### src/rtl/ba_resp_body_builder_pkg.sv
`default_nettype none
// ============================================================================
// Module      : ba_resp_pkg
// Description : Shared types and BA Control field positions for the
//               compressed BlockAck response body builder.
// Revision    : 1.0 - initial release
// ============================================================================
package ba_resp_pkg;

    typedef enum logic [1:0] {
        IDLE   = 2'd0,
        CTRL0  = 2'd1,
        CTRL1  = 2'd2,
        BITMAP = 2'd3
    } ba_state_e;

    // Bit positions inside the 16-bit BA Control field
    localparam int ACK_POLICY = 0;
    localparam int MULTI_TID  = 1;
    localparam int COMPRESSED = 2;
    localparam int TID_LSB    = 12;

    localparam int BA_CTRL_BYTES = 2;
    // Body length for the default 10-byte SSN Control + bitmap section
    localparam int BA_BODY_LEN   = BA_CTRL_BYTES + 10;

    // One byte of the BA Control field: hi=0 gives bits 7:0, hi=1 bits 15:8
    function automatic logic [7:0] ba_ctrl_byte(input logic [3:0] tid,
                                                input logic       ack,
                                                input logic       hi);
        logic [15:0] w_word;
        w_word                 = '0;
        w_word[ACK_POLICY]     = ack;
        w_word[MULTI_TID]      = 1'b0;
        w_word[COMPRESSED]     = 1'b1;
        w_word[TID_LSB +: 4]   = tid;
        return hi ? w_word[15:8] : w_word[7:0];
    endfunction

endpackage
`default_nettype wire

### src/rtl/ba_resp_body_builder_if.sv
`default_nettype none
// ============================================================================
// Module      : ba_resp_body_builder_if
// Description : Control, bitmap-source and TX byte-stream signals of the
//               BA response body builder.
// Revision    : 1.0 - initial release
// ============================================================================
interface ba_resp_body_builder_if;
    logic       startBA_p;
    logic [3:0] baTID;
    logic       baAckPolicy;
    logic       abort_p;
    logic [7:0] psBitmap;
    logic       psBitmapValid;
    logic       psBitmapReady;
    logic [7:0] txByte;
    logic       txByteValid;
    logic       txByteLast;
    logic       txByteReady;
    logic       baBodyDone_p;
    logic       baBodyError_p;
    logic       busy;

    // Builder side
    modport slave (
        input  startBA_p, baTID, baAckPolicy, abort_p,
        input  psBitmap, psBitmapValid, txByteReady,
        output psBitmapReady, txByte, txByteValid, txByteLast,
        output baBodyDone_p, baBodyError_p, busy
    );

    // Environment side (BA controller, TX formatter, sequencer)
    modport master (
        output startBA_p, baTID, baAckPolicy, abort_p,
        output psBitmap, psBitmapValid, txByteReady,
        input  psBitmapReady, txByte, txByteValid, txByteLast,
        input  baBodyDone_p, baBodyError_p, busy
    );
endinterface
`default_nettype wire

### src/rtl/ba_resp_body_builder_out_reg.sv
`default_nettype none
// ============================================================================
// Module      : ba_resp_out_reg
// Description : One-entry valid/ready output register with load, hold and
//               flush. Load takes priority over a same-cycle accept so the
//               stream can run at one byte per cycle.
// Revision    : 1.0 - initial release
// ============================================================================
module ba_resp_out_reg (
    input  wire logic       clk,
    input  wire logic       rst,
    input  wire logic       i_load,
    input  wire logic [7:0] i_data,
    input  wire logic       i_last,
    input  wire logic       i_flush,
    input  wire logic       i_ready,
    output logic            o_valid,
    output logic [7:0]      o_data,
    output logic            o_last
);

    logic       r_valid;
    logic [7:0] r_data;
    logic       r_last;

    // Flush > load > drain-on-accept; data is held while valid and not accepted
    always_ff @(posedge clk) begin
        if (rst) begin
            r_valid <= 1'b0;
            r_data  <= 8'h00;
            r_last  <= 1'b0;
        end else if (i_flush) begin
            r_valid <= 1'b0;
            r_last  <= 1'b0;
        end else if (i_load) begin
            r_valid <= 1'b1;
            r_data  <= i_data;
            r_last  <= i_last;
        end else if (r_valid && i_ready) begin
            r_valid <= 1'b0;
            r_last  <= 1'b0;
        end
    end

    assign o_valid = r_valid;
    assign o_data  = r_data;
    assign o_last  = r_last;

endmodule
`default_nettype wire

### src/rtl/ba_resp_body_builder.sv
`default_nettype none
// ============================================================================
// Module      : ba_resp_body_builder
// Description : Builds the compressed BlockAck response body (BA Control,
//               then SSN Control + bitmap pulled from the BA controller) as
//               a valid/ready byte stream, with a stalled-source timeout.
// Revision    : 1.0 - initial release
// ============================================================================
module ba_resp_body_builder
    import ba_resp_pkg::*;
#(
    parameter int BITMAP_BYTES = 10,
    parameter int TIMEOUT      = 64
) (
    input  wire logic             macCoreClk,
    input  wire logic             macCoreClkRst,
    ba_resp_body_builder_if.slave bus
);

    localparam logic [3:0] C_BB      = 4'(BITMAP_BYTES);
    localparam logic [3:0] C_BB_LAST = 4'(BITMAP_BYTES - 1);
    localparam logic [7:0] C_TO_LAST = 8'(TIMEOUT - 1);

    ba_state_e  r_state, w_next_state;
    logic [3:0] r_tid;
    logic       r_ack;
    logic [3:0] r_byte_cnt, w_byte_cnt_next;
    logic [7:0] r_to_cnt, w_to_cnt_next;
    logic       r_done, r_error;
    logic       w_done_set, w_error_set, w_latch;
    logic       w_load, w_load_last, w_flush, w_ps_ready;
    logic [7:0] w_load_data;
    logic       w_out_valid, w_out_last;
    logic [7:0] w_out_data;
    logic       w_accept, w_room, w_all_loaded, w_last_accept;

    assign w_accept      = w_out_valid & bus.txByteReady;
    assign w_room        = ~w_out_valid | bus.txByteReady;
    assign w_all_loaded  = (r_byte_cnt == C_BB);
    assign w_last_accept = w_accept & w_out_last;

    ba_resp_out_reg u_out_reg (
        .clk     (macCoreClk),
        .rst     (macCoreClkRst),
        .i_load  (w_load),
        .i_data  (w_load_data),
        .i_last  (w_load_last),
        .i_flush (w_flush),
        .i_ready (bus.txByteReady),
        .o_valid (w_out_valid),
        .o_data  (w_out_data),
        .o_last  (w_out_last)
    );

    // State, latched header fields, counters and registered status pulses
    always_ff @(posedge macCoreClk) begin
        if (macCoreClkRst) begin
            r_state    <= IDLE;
            r_tid      <= 4'h0;
            r_ack      <= 1'b0;
            r_byte_cnt <= 4'h0;
            r_to_cnt   <= 8'h00;
            r_done     <= 1'b0;
            r_error    <= 1'b0;
        end else begin
            r_state    <= w_next_state;
            if (w_latch) begin
                r_tid <= bus.baTID;
                r_ack <= bus.baAckPolicy;
            end
            r_byte_cnt <= w_byte_cnt_next;
            r_to_cnt   <= w_to_cnt_next;
            r_done     <= w_done_set;
            r_error    <= w_error_set;
        end
    end

    // Next-state, output-register control and bitmap request
    always_comb begin
        w_next_state    = r_state;
        w_byte_cnt_next = r_byte_cnt;
        w_to_cnt_next   = r_to_cnt;
        w_latch         = 1'b0;
        w_load          = 1'b0;
        w_load_data     = 8'h00;
        w_load_last     = 1'b0;
        w_flush         = 1'b0;
        w_ps_ready      = 1'b0;
        w_done_set      = 1'b0;
        w_error_set     = 1'b0;

        case (r_state)
            IDLE: begin
                w_byte_cnt_next = 4'h0;
                w_to_cnt_next   = 8'h00;
                // First header byte is loaded straight from the inputs so it
                // is valid one cycle after the start pulse.
                if (bus.startBA_p && !bus.abort_p) begin
                    w_latch      = 1'b1;
                    w_load       = 1'b1;
                    w_load_data  = ba_ctrl_byte(bus.baTID, bus.baAckPolicy, 1'b0);
                    w_next_state = CTRL0;
                end
            end
            CTRL0: begin
                if (bus.abort_p) begin
                    w_flush      = 1'b1;
                    w_next_state = IDLE;
                end else if (w_accept) begin
                    w_load       = 1'b1;
                    w_load_data  = ba_ctrl_byte(r_tid, r_ack, 1'b1);
                    w_next_state = CTRL1;
                end
            end
            CTRL1: begin
                if (bus.abort_p) begin
                    w_flush      = 1'b1;
                    w_next_state = IDLE;
                end else if (w_accept) begin
                    // Request the first bitmap byte while the second header
                    // byte leaves, so the body has no bubble at the seam.
                    w_ps_ready      = 1'b1;
                    w_next_state    = BITMAP;
                    w_byte_cnt_next = 4'h0;
                    w_to_cnt_next   = 8'h00;
                    if (bus.psBitmapValid) begin
                        w_load          = 1'b1;
                        w_load_data     = bus.psBitmap;
                        w_load_last     = (C_BB_LAST == 4'h0);
                        w_byte_cnt_next = 4'h1;
                    end
                end
            end
            BITMAP: begin
                if (w_last_accept) begin
                    // Completion takes priority over a same-cycle abort
                    w_done_set      = 1'b1;
                    w_next_state    = IDLE;
                    w_byte_cnt_next = 4'h0;
                    w_to_cnt_next   = 8'h00;
                end else if (bus.abort_p) begin
                    w_flush         = 1'b1;
                    w_next_state    = IDLE;
                    w_byte_cnt_next = 4'h0;
                    w_to_cnt_next   = 8'h00;
                end else begin
                    w_ps_ready = w_room & ~w_all_loaded;
                    if (w_ps_ready && bus.psBitmapValid) begin
                        w_load          = 1'b1;
                        w_load_data     = bus.psBitmap;
                        w_load_last     = (r_byte_cnt == C_BB_LAST);
                        w_byte_cnt_next = r_byte_cnt + 4'h1;
                        w_to_cnt_next   = 8'h00;
                    end else if (w_ps_ready) begin
                        if (r_to_cnt == C_TO_LAST) begin
                            w_error_set     = 1'b1;
                            w_flush         = 1'b1;
                            w_next_state    = IDLE;
                            w_byte_cnt_next = 4'h0;
                            w_to_cnt_next   = 8'h00;
                        end else begin
                            w_to_cnt_next = r_to_cnt + 8'h01;
                        end
                    end
                end
            end
            default: begin
                w_next_state = IDLE;
            end
        endcase
    end

    assign bus.psBitmapReady = w_ps_ready;
    assign bus.txByte        = w_out_data;
    assign bus.txByteValid   = w_out_valid;
    assign bus.txByteLast    = w_out_last;
    assign bus.baBodyDone_p  = r_done;
    assign bus.baBodyError_p = r_error;
    assign bus.busy          = (r_state != IDLE);

endmodule
`default_nettype wire
### src/flat_wrapper.sv
// flat-port wrapper written by rule: the top's interface ports become plain ports
module ba_resp_body_builder_flat import ba_resp_pkg::*;
#(
    parameter int BITMAP_BYTES = 10,
    parameter int TIMEOUT      = 64
)
  (macCoreClk, macCoreClkRst, bus_startBA_p, bus_baTID, bus_baAckPolicy, bus_abort_p, bus_psBitmap, bus_psBitmapValid, bus_txByteReady, bus_psBitmapReady, bus_txByte, bus_txByteValid, bus_txByteLast, bus_baBodyDone_p, bus_baBodyError_p, bus_busy);
  ba_resp_body_builder_if bus_i ();
  input  wire logic macCoreClk;
  input  wire logic macCoreClkRst;
  input wire logic [$bits(bus_i.startBA_p)-1:0] bus_startBA_p;
  input wire logic [$bits(bus_i.baTID)-1:0] bus_baTID;
  input wire logic [$bits(bus_i.baAckPolicy)-1:0] bus_baAckPolicy;
  input wire logic [$bits(bus_i.abort_p)-1:0] bus_abort_p;
  input wire logic [$bits(bus_i.psBitmap)-1:0] bus_psBitmap;
  input wire logic [$bits(bus_i.psBitmapValid)-1:0] bus_psBitmapValid;
  input wire logic [$bits(bus_i.txByteReady)-1:0] bus_txByteReady;
  output wire logic [$bits(bus_i.psBitmapReady)-1:0] bus_psBitmapReady;
  output wire logic [$bits(bus_i.txByte)-1:0] bus_txByte;
  output wire logic [$bits(bus_i.txByteValid)-1:0] bus_txByteValid;
  output wire logic [$bits(bus_i.txByteLast)-1:0] bus_txByteLast;
  output wire logic [$bits(bus_i.baBodyDone_p)-1:0] bus_baBodyDone_p;
  output wire logic [$bits(bus_i.baBodyError_p)-1:0] bus_baBodyError_p;
  output wire logic [$bits(bus_i.busy)-1:0] bus_busy;
  assign bus_i.startBA_p = bus_startBA_p;
  assign bus_i.baTID = bus_baTID;
  assign bus_i.baAckPolicy = bus_baAckPolicy;
  assign bus_i.abort_p = bus_abort_p;
  assign bus_i.psBitmap = bus_psBitmap;
  assign bus_i.psBitmapValid = bus_psBitmapValid;
  assign bus_i.txByteReady = bus_txByteReady;
  assign bus_psBitmapReady = bus_i.psBitmapReady;
  assign bus_txByte = bus_i.txByte;
  assign bus_txByteValid = bus_i.txByteValid;
  assign bus_txByteLast = bus_i.txByteLast;
  assign bus_baBodyDone_p = bus_i.baBodyDone_p;
  assign bus_baBodyError_p = bus_i.baBodyError_p;
  assign bus_busy = bus_i.busy;
  ba_resp_body_builder #(.BITMAP_BYTES(BITMAP_BYTES), .TIMEOUT(TIMEOUT)) u_core (.macCoreClk(macCoreClk), .macCoreClkRst(macCoreClkRst), .bus(bus_i));
endmodule
### config.mk
export PLATFORM = sky130hd
export DESIGN_NAME = ba_resp_body_builder_flat
export DESIGN_NICKNAME = d
export VERILOG_FILES = /design/src/rtl/ba_resp_body_builder_pkg.sv /design/src/rtl/ba_resp_body_builder_if.sv /design/src/rtl/ba_resp_body_builder_out_reg.sv /design/src/rtl/ba_resp_body_builder.sv /design/src/flat_wrapper.sv
export SDC_FILE = /design/constraint.sdc
export NUM_CORES = 1
export LEC_CHECK = 0
export BUFFER_PORTS_ARGS = -buffer_cell sky130_fd_sc_hd__buf_2
export CAP_MARGIN = 25
export CORE_ASPECT_RATIO = 1.75
export CORE_MARGIN = 2
export CORE_UTILIZATION = 31
export DETAILED_ROUTE_END_ITERATION = 10
export PLACE_DENSITY = 0.56
export SETUP_SLACK_MARGIN = 0.15
export SYNTH_ARGS = -nofsm -noshare
export SYNTH_HDL_FRONTEND = slang
export SYNTH_HIERARCHICAL = 1
export SYNTH_SLANG_ARGS = --single-unit
### constraint.sdc
create_clock -name macCoreClk -period 2.7 [get_ports macCoreClk]
set_clock_uncertainty 0.15 [all_clocks]
set_input_delay 0.27 -clock macCoreClk [delete_from_list [all_inputs] [get_ports macCoreClk]]
set_output_delay 0.27 -clock macCoreClk [all_outputs]
set_load 0.05 [all_outputs]
==> impl_metrics.py, run 1 <==
metrics = {
    "outcome": {
        "outcome": "complete, no violations",
    },
    "sta": {
        "tightest_slew_ns": 0.570,
        "timing.hold.ws_ns": 0.0968,
        "hold_violations": 0,
        "fmax_ghz": 0.423,
        "finalCritPeriodShare_pct": 87.7,
        "setup_viol": 0,
        "finalCriticalPeriod_ns": 2.37,
        "drv_slew": 0,
        "finalSetupTns_ns": 0,
        "timing.slew.headroom_pct": 61.6,
        "rsz0062_at_grt": "no",
        "worst_slack_ns": 0.333,
    },
    "routing": {
        "detail-route-antenna-nets": 0,
        "routed_wirelength_mm": 4.33,
        "via_count": 1513,
        "drc_errors": 0,
        "vias_per_cell": 4.93,
        "wire_per_inst_um": 14.1,
        "drt_iter0_markers": 54,
        "dr.pass1.iters": 4,
    },
    "job": {
        "drv_cap": 0,
    },
    "logic_synthesis": {
        "syn_inst": 192,
        "synthFlopType": "dfxtp_1",
        "synth_edf_count": 0,
        "ys.warnings.count": 6,
        "synth.distinct_cells": 47,
        "syn_nets": 221,
        "async_reset_ff_share_pct": 0,
        "ys_seq_area_share_pct": 35.2,
        "synth_area_um2": 1710,
        "syn_area_per_cell_um2": 8.90,
        "synth_seq_cells": 30,
    },
    "clock_tree": {
        "cts_tree": "done",
        "post-cts-setup-buffers": 0,
        "clk_pin_slew_worst_paths_ns": 0.06,
        "cts_buffers": 5,
        "clockBufferDepth": 2,
        "cts-root-buf": "clkbuf_8",
        "cts_sinks": 30,
        "h-tree-depth": 2,
        "cts_hold_buf": 0,
        "clk_latency_ns": 0.28,
        "cts_resized": 0,
    },
    "min_path": {
        "whs_path_depth": 3,
        "min_from": "bus_baTID[0]",
        "hold_path_class": "in -> reg",
        "hold_end": "u_core/r_tid[0]",
    },
    "grt": {
        "use_met3_pct": 3.92,
        "grt-busiest-layer": "met2",
        "met1_usage_pct": 13.8,
        "grt_max_degree": 24,
        "gr-usage-all-layers_pct": 14.9,
        "grt_overflow": 0,
        "grt_pass1_vias": 1518,
        "grt_pass1_wl_mm": 6.74,
        "antenna_found_initial": 0,
        "use_met2_pct": 28.2,
    },
    "place": {
        "portBuffers": 32,
        "pre_cts_ws_ns": 0.269,
        "gp_routability_congestion": 0.794,
        "dp_hpwl_mm": 3.32,
    },
    "worst_setup_path": {
        "cp.arrival_ns": 2.37,
        "r2r_start": "u_core/r_byte_cnt[0]",
        "cp.required_ns": 2.71,
        "r2r_cells": 11,
        "critPathKind": "reg -> reg",
        "worstSetupEndpointType": "flip-flop",
        "cp-start-kind": "flip-flop",
        "reg2reg_slack_ns": 0.33,
        "crit_fanout": 8,
        "timing.rr.end": "u_core/u_out_reg/o_data[6]",
    },
    "floorplanning": {
        "die_w_um": 60.1,
        "ios": 33,
        "initial_core_util_pct": 32.2,
        "dieArea_um2": 6140,
        "core_area_um2": 5300,
        "rows": 35,
        "die_h_um": 102,
    },
    "finish": {
        "n_antenna_cell": 0,
        "drive_gt1_share_pct": 25.8,
        "area_growth_pct": 21.9,
        "nets": 261,
        "num-fill-cells": 556,
    },
    "pwr": {
        "power.leakage_nw": 0.830,
        "ir_worst_vdd_v": 0.000247,
        "powerDensity_nw_per_um2": 494,
    },
}
power breakdown:
part | switching (W) | internal, W | total, W
Clock | 0.000169 | 0.000205 | 0.000374
Sequential | 0.00000998 | 0.000453 | 0.000463
Combinational | 0.000116 | 0.0000749 | 0.000191
flip-flops by register name (all words and copies together) (netlist names):
name	cells
u_core/bus.baBodyDone_p	1
u_core/bus.baBodyError_p	1
u_core/u_out_reg/o_data	8
u_core/u_out_reg/o_valid	1
u_core/r_to_cnt	8
u_core/r_state	2
u_core/r_tid	4
u_core/r_byte_cnt	4
u_core/u_out_reg/o_last	1
layout make-up:
cell class	count	area (µm²)	area share (%)
Inverter	8	30.0	1.44
Multi-Input combinational cell	148	1040	50.1
Clock inverter	1	5.00	0.240
Tap cell	74	92.6	4.45
Timing Repair Buffer	39	225	10.8
Clock buffer	7	86.3	4.15
Sequential cell	30	601	28.8
synth_stat cells, types with 2 or more instances:
cell / number / area share, %
a41oi_1: 2 / 1.0
nor3b_1: 3 / 1.3
and4_1: 2 / 1.0
nand4_1: 2 / 0.73
nor3_1: 6 / 1.8
inv_1: 8 / 1.8
nand2_1: 16 / 3.5
o21bai_1: 2 / 0.88
ha_1: 10 / 7.3
and2_1: 4 / 1.5
a21oi_1: 10 / 2.9
nor2_1: 19 / 4.2
a21oi_2: 2 / 1.0
a21boi_0: 2 / 0.88
a211oi_1: 2 / 0.88
nand2b_1: 2 / 0.73
a22o_1: 5 / 2.6
nor2b_1: 2 / 0.73
dfxtp_1: 30 / 35
xor2_1: 7 / 3.6
nand3b_1: 3 / 1.3
nand3_1: 17 / 5.0
clkbuf_1: 3 / 0.66
mux2i_1: 10 / 5.9
metrics by stage:
stage,total power [W],util [%],cell area [µm²],cells
after global placement,0.000657,37.2,1970,298
after detailed placement,0.000657,37.2,1970,298
final,0.00103,39.3,2080,307
after floorplan,0.000601,-,1710,192
after CTS,0.00104,38.9,2060,306
after global routing,0.00108,39.3,2080,307
cell usage in the layout, fill, tap and decap left out, types with 2 or more instances in the layout:
cell      Yosys  final
a21boi_0      2      2
mux2i_1      10     10
a21oi_2       2      2
buf_2         1     32
xor2_1        7      7
nand3b_1      3      3
nand3_1      17     17
inv_1         8      8
nor3b_1       3      3
a22o_1        5      5
a41oi_1       2      2
nor3_1        6      6
nand2b_1      2      2
and4_1        2      2
o21bai_1      2      2
a211oi_1      2      2
dfxtp_1      30     30
clkbuf_8      0      6
buf_4         0      6
nor2b_1       2      2
nand4_1       2      2
nand2_1      16     16
and2_1        4      4
nor2_1       19     19
ha_1         10     10
a21oi_1      10     10
worst max-delay path, cell delays in order (launching register included):
cell and delay, ns:
dfxtp_1 0.39, inv_1 0.10, ha_1 0.20, and3b_4 0.21, nor2_8 0.15, nand3_2 0.14, a21oi_2 0.17, a211o_1 0.16
nor2b_4 0.17, buf_12 0.14, mux2i_1 0.20, nor2_1 0.05
cell families after synthesis:
group | count (synthesis) | share of synthesized area [%]
and+or+nand+nor | 84 | 27.3
xor gates and xnor gates | 7 | 3.59
DFF | 30 | 35.2
AOI/OAI and AO/OA | 36 | 16.3
buffers and inverters | 14 | 3.81
adders and majority gates | 10 | 7.33
muxes | 11 | 6.52
worst max-delay path by stage:
stage	startpoint	end	cells past startpoint
2_1_floorplan	u_core/u_out_reg/o_valid	u_core/u_out_reg/o_data[0]	9
3_3_place_gp	u_core/r_byte_cnt[0]	u_core/u_out_reg/o_data[4]	10
3_5_place_dp	u_core/r_byte_cnt[0]	u_core/u_out_reg/o_data[6]	10
4_1_cts	u_core/r_byte_cnt[0]	u_core/u_out_reg/o_data[2]	10
5_1_grt	u_core/r_byte_cnt[0]	u_core/u_out_reg/o_data[5]	11
6_report	u_core/r_byte_cnt[0]	u_core/u_out_reg/o_data[6]	11
layer usage:
layer	vias to the layer above	share of wire, %
met1	701	38
met3	10	4.0
met2	37	55
li1	765	-
met5	-	0
met4	0	2.8
Power figures use the tool's default switching activity.
==> run 2: changes to the inputs <==
==> constraint.sdc (replaced) <==
create_clock -name macCoreClk -period 2.7 [get_ports macCoreClk]
set_clock_uncertainty 0.15 [all_clocks]
set_input_delay 0.54 -clock macCoreClk [delete_from_list [all_inputs] [get_ports macCoreClk]]
set_output_delay 0.54 -clock macCoreClk [all_outputs]
set_load 0.05 [all_outputs]
==> run 2 against run 1 <==
Effect of this change: first-iteration DRC count decreased by 31%; final cell count shrank 0.65%; fmax is 2.5% lower; die area is the same; critical path depth decreased by 4; clock power fell by 2%; via count up 1.1%; wire length decreased by 1.3%; largest power group unchanged; critical endpoint is now bus_psBitmapReady.
==> impl_metrics.py, run 2 (same netlist as run 1, synthesis figures left out) <==
metrics = {
    "pwr": {
        "pwr-share-clk_pct": 36.1,
        "ir_worst_vdd_v": 0.000170,
        "power.share.switching_pct": 28.2,
        "power.leakage_nw": 0.821,
        "combPwrFrac_pct": 18.3,
        "power_w": 0.00102,
        "powerDensity_nw_per_um2": 490,
        "power.internal_w": 0.000730,
        "seqPwrFrac_pct": 45.6,
        "power_switching_w": 0.000286,
    },
    "min_path": {
        "hold_path_class": "reg -> reg",
        "whs_path_depth": 2,
        "hold_end": "u_core/r_tid[3]",
        "min_from": "u_core/r_tid[3]",
    },
    "floorplanning": {
        "initial_core_util_pct": 32.2,
        "die_w_um": 60.1,
        "core_area_um2": 5300,
        "ios": 33,
        "rows": 35,
        "die_h_um": 102,
        "dieArea_um2": 6140,
    },
    "worst_setup_path": {
        "crit_fanout": 7,
        "critPathKind": "reg -> out",
        "critical_path.max_stage_delay_ns": 0.37,
        "cp_slowest_cell": "dfxtp_2",
        "cp-start-kind": "flip-flop",
        "worstSetupEndpointType": "output port",
        "cp.arrival_ns": 1.74,
        "cp.required_ns": 2.01,
        "r2r_cells": 11,
        "reg2reg_slack_ns": 0.34,
        "r2r_start": "u_core/r_byte_cnt[0]",
        "crit_chain": "inv_1 -> ha_1 -> and3b_4 -> nor2_8 -> nand3_2 -> nand2_1 -> buf_4",
        "timing.rr.end": "u_core/u_out_reg/o_data[1]",
    },
    "finish": {
        "n_antenna_cell": 0,
        "drive_gt1_share_pct": 26.0,
        "area_growth_pct": 21.5,
        "mostFrequentLayoutCells": "31 x buf_2, 29 x dfxtp_1, 19 x nor2_1",
        "nets": 259,
        "final_common_cell": "buf_2",
    },
    "grt": {
        "grt_max_degree": 24,
        "grt_overflow": 0,
        "gr-usage-all-layers_pct": 14.7,
        "antenna_found_initial": 0,
        "grt_pass1_wl_mm": 6.72,
        "grt_pass1_vias": 1447,
    },
    "routing": {
        "via_count": 1530,
        "dr.pass1.iters": 4,
        "vias_per_cell": 5.02,
        "drc_errors": 0,
        "wire_per_inst_um": 14.0,
        "routed_wirelength_mm": 4.27,
        "drt_iter0_markers": 37,
        "detail-route-antenna-nets": 0,
    },
    "sta": {
        "finalCriticalPeriod_ns": 2.43,
        "tightest_slew_ns": 0.446,
        "hold_violations": 0,
        "finalSetupTns_ns": 0,
        "setup_viol": 0,
        "timing.slew.headroom_pct": 70.0,
        "fmax_ghz": 0.412,
        "drv_slew": 0,
        "rsz0062_at_grt": "no",
        "finalCritPeriodShare_pct": 89.9,
    },
    "clock_tree": {
        "cts_sinks": 30,
        "cts_buffers": 5,
        "clockBufferDepth": 2,
        "cts-root-buf": "clkbuf_8",
        "h-tree-depth": 2,
        "cts_hold_buf": 0,
        "clk_pin_slew_worst_paths_ns": 0.06,
        "cts_tree": "done",
        "clk_latency_ns": 0.28,
    },
    "place": {
        "gp_routability_congestion": 0.814,
        "portBuffers": 32,
        "dp_hpwl_mm": 3.31,
    },
    "outcome": {
        "outcome": "complete, no violations",
    },
    "job": {
        "drv_cap": 0,
    },
}
==> run 2: cell types whose count changed in the layout (fill, tap and decap cells not counted), sizes merged <==
cell	change
buf	-2
==> run 2: layout make-up <==
class / count / area [µm²]
well taps: 74 / 92.6
repair buffers: 37 / 213
clock inverters: 1 / 5.00
clock buffers: 7 / 86.3
flip-flops and latches: 30 / 602
fillers: 558 / 3220
inverters: 8 / 30.0
multi-input cells: 148 / 1050
==> run 2: worst max-delay path by stage <==
stage	startpoint	slack, ns	cells past startpoint	endpoint
finish	u_core/r_byte_cnt[0]	0.27	7	bus_psBitmapReady
global route	u_core/r_byte_cnt[0]	0.17	7	bus_psBitmapReady
CTS	u_core/r_byte_cnt[0]	0.19	10	u_core/u_out_reg/o_data[1]
detailed placement	bus_txByteReady	0.08	9	u_core/u_out_reg/o_data[1]
global placement	bus_txByteReady	0.11	9	u_core/u_out_reg/o_data[2]
floorplan	u_core/u_out_reg/o_valid	0.30	9	u_core/u_out_reg/o_data[0]
==> run 2: what timing repair did <==
item,CTS,global route
setup buffers,0,1
setup endpoints to repair,1,9
pin swaps,0,0
gates resized for setup,1,2
==> run 2: metal layers <==
metal	part of all wire, %	GRT usage [%]	vias to the layer above
met2	56	28.2	39
li1	-	-	766
met1	38	14.4	718
met5	0	0	-
met4	1.8	5.81	0
met3	4.4	3.67	7
==> run 2: worst max-delay path, delay by kind of cell, from the launching register on <==
kind | cells | cell delay, ns
DFF | 1 | 0.37
buffers and inverters | 2 | 0.28
and+or+nand+nor | 4 | 0.62
adders and majority gates | 1 | 0.20
==> run 2: through the flow <==
step / hold slack (ns) / setup WS (ns) / std cells / utilization [%] / cell area, µm²
4_1_cts: 0.312 / 0.192 / 304 / 38.7 / 2050
3_3_place_gp: 0.293 / 0.107 / 296 / 36.9 / 1960
3_5_place_dp: 0.303 / 0.0849 / 296 / 36.9 / 1960
2_1_floorplan: 0.286 / 0.299 / 192 / - / 1710
5_1_grt: 0.332 / 0.174 / 305 / 39.2 / 2080
6_report: 0.310 / 0.272 / 305 / 39.2 / 2080
==> run 2: power groups by stage <==
stage / logic (W) / registers, W / clock network (W)
final: 0.000186 / 0.000463 / 0.000367
after global routing: 0.000203 / 0.000464 / 0.000406
after CTS: 0.000182 / 0.000463 / 0.000385
after detailed placement: 0.000181 / 0.000473 / 0
after global placement: 0.000180 / 0.000473 / 0
after floorplan: 0.000124 / 0.000477 / 0
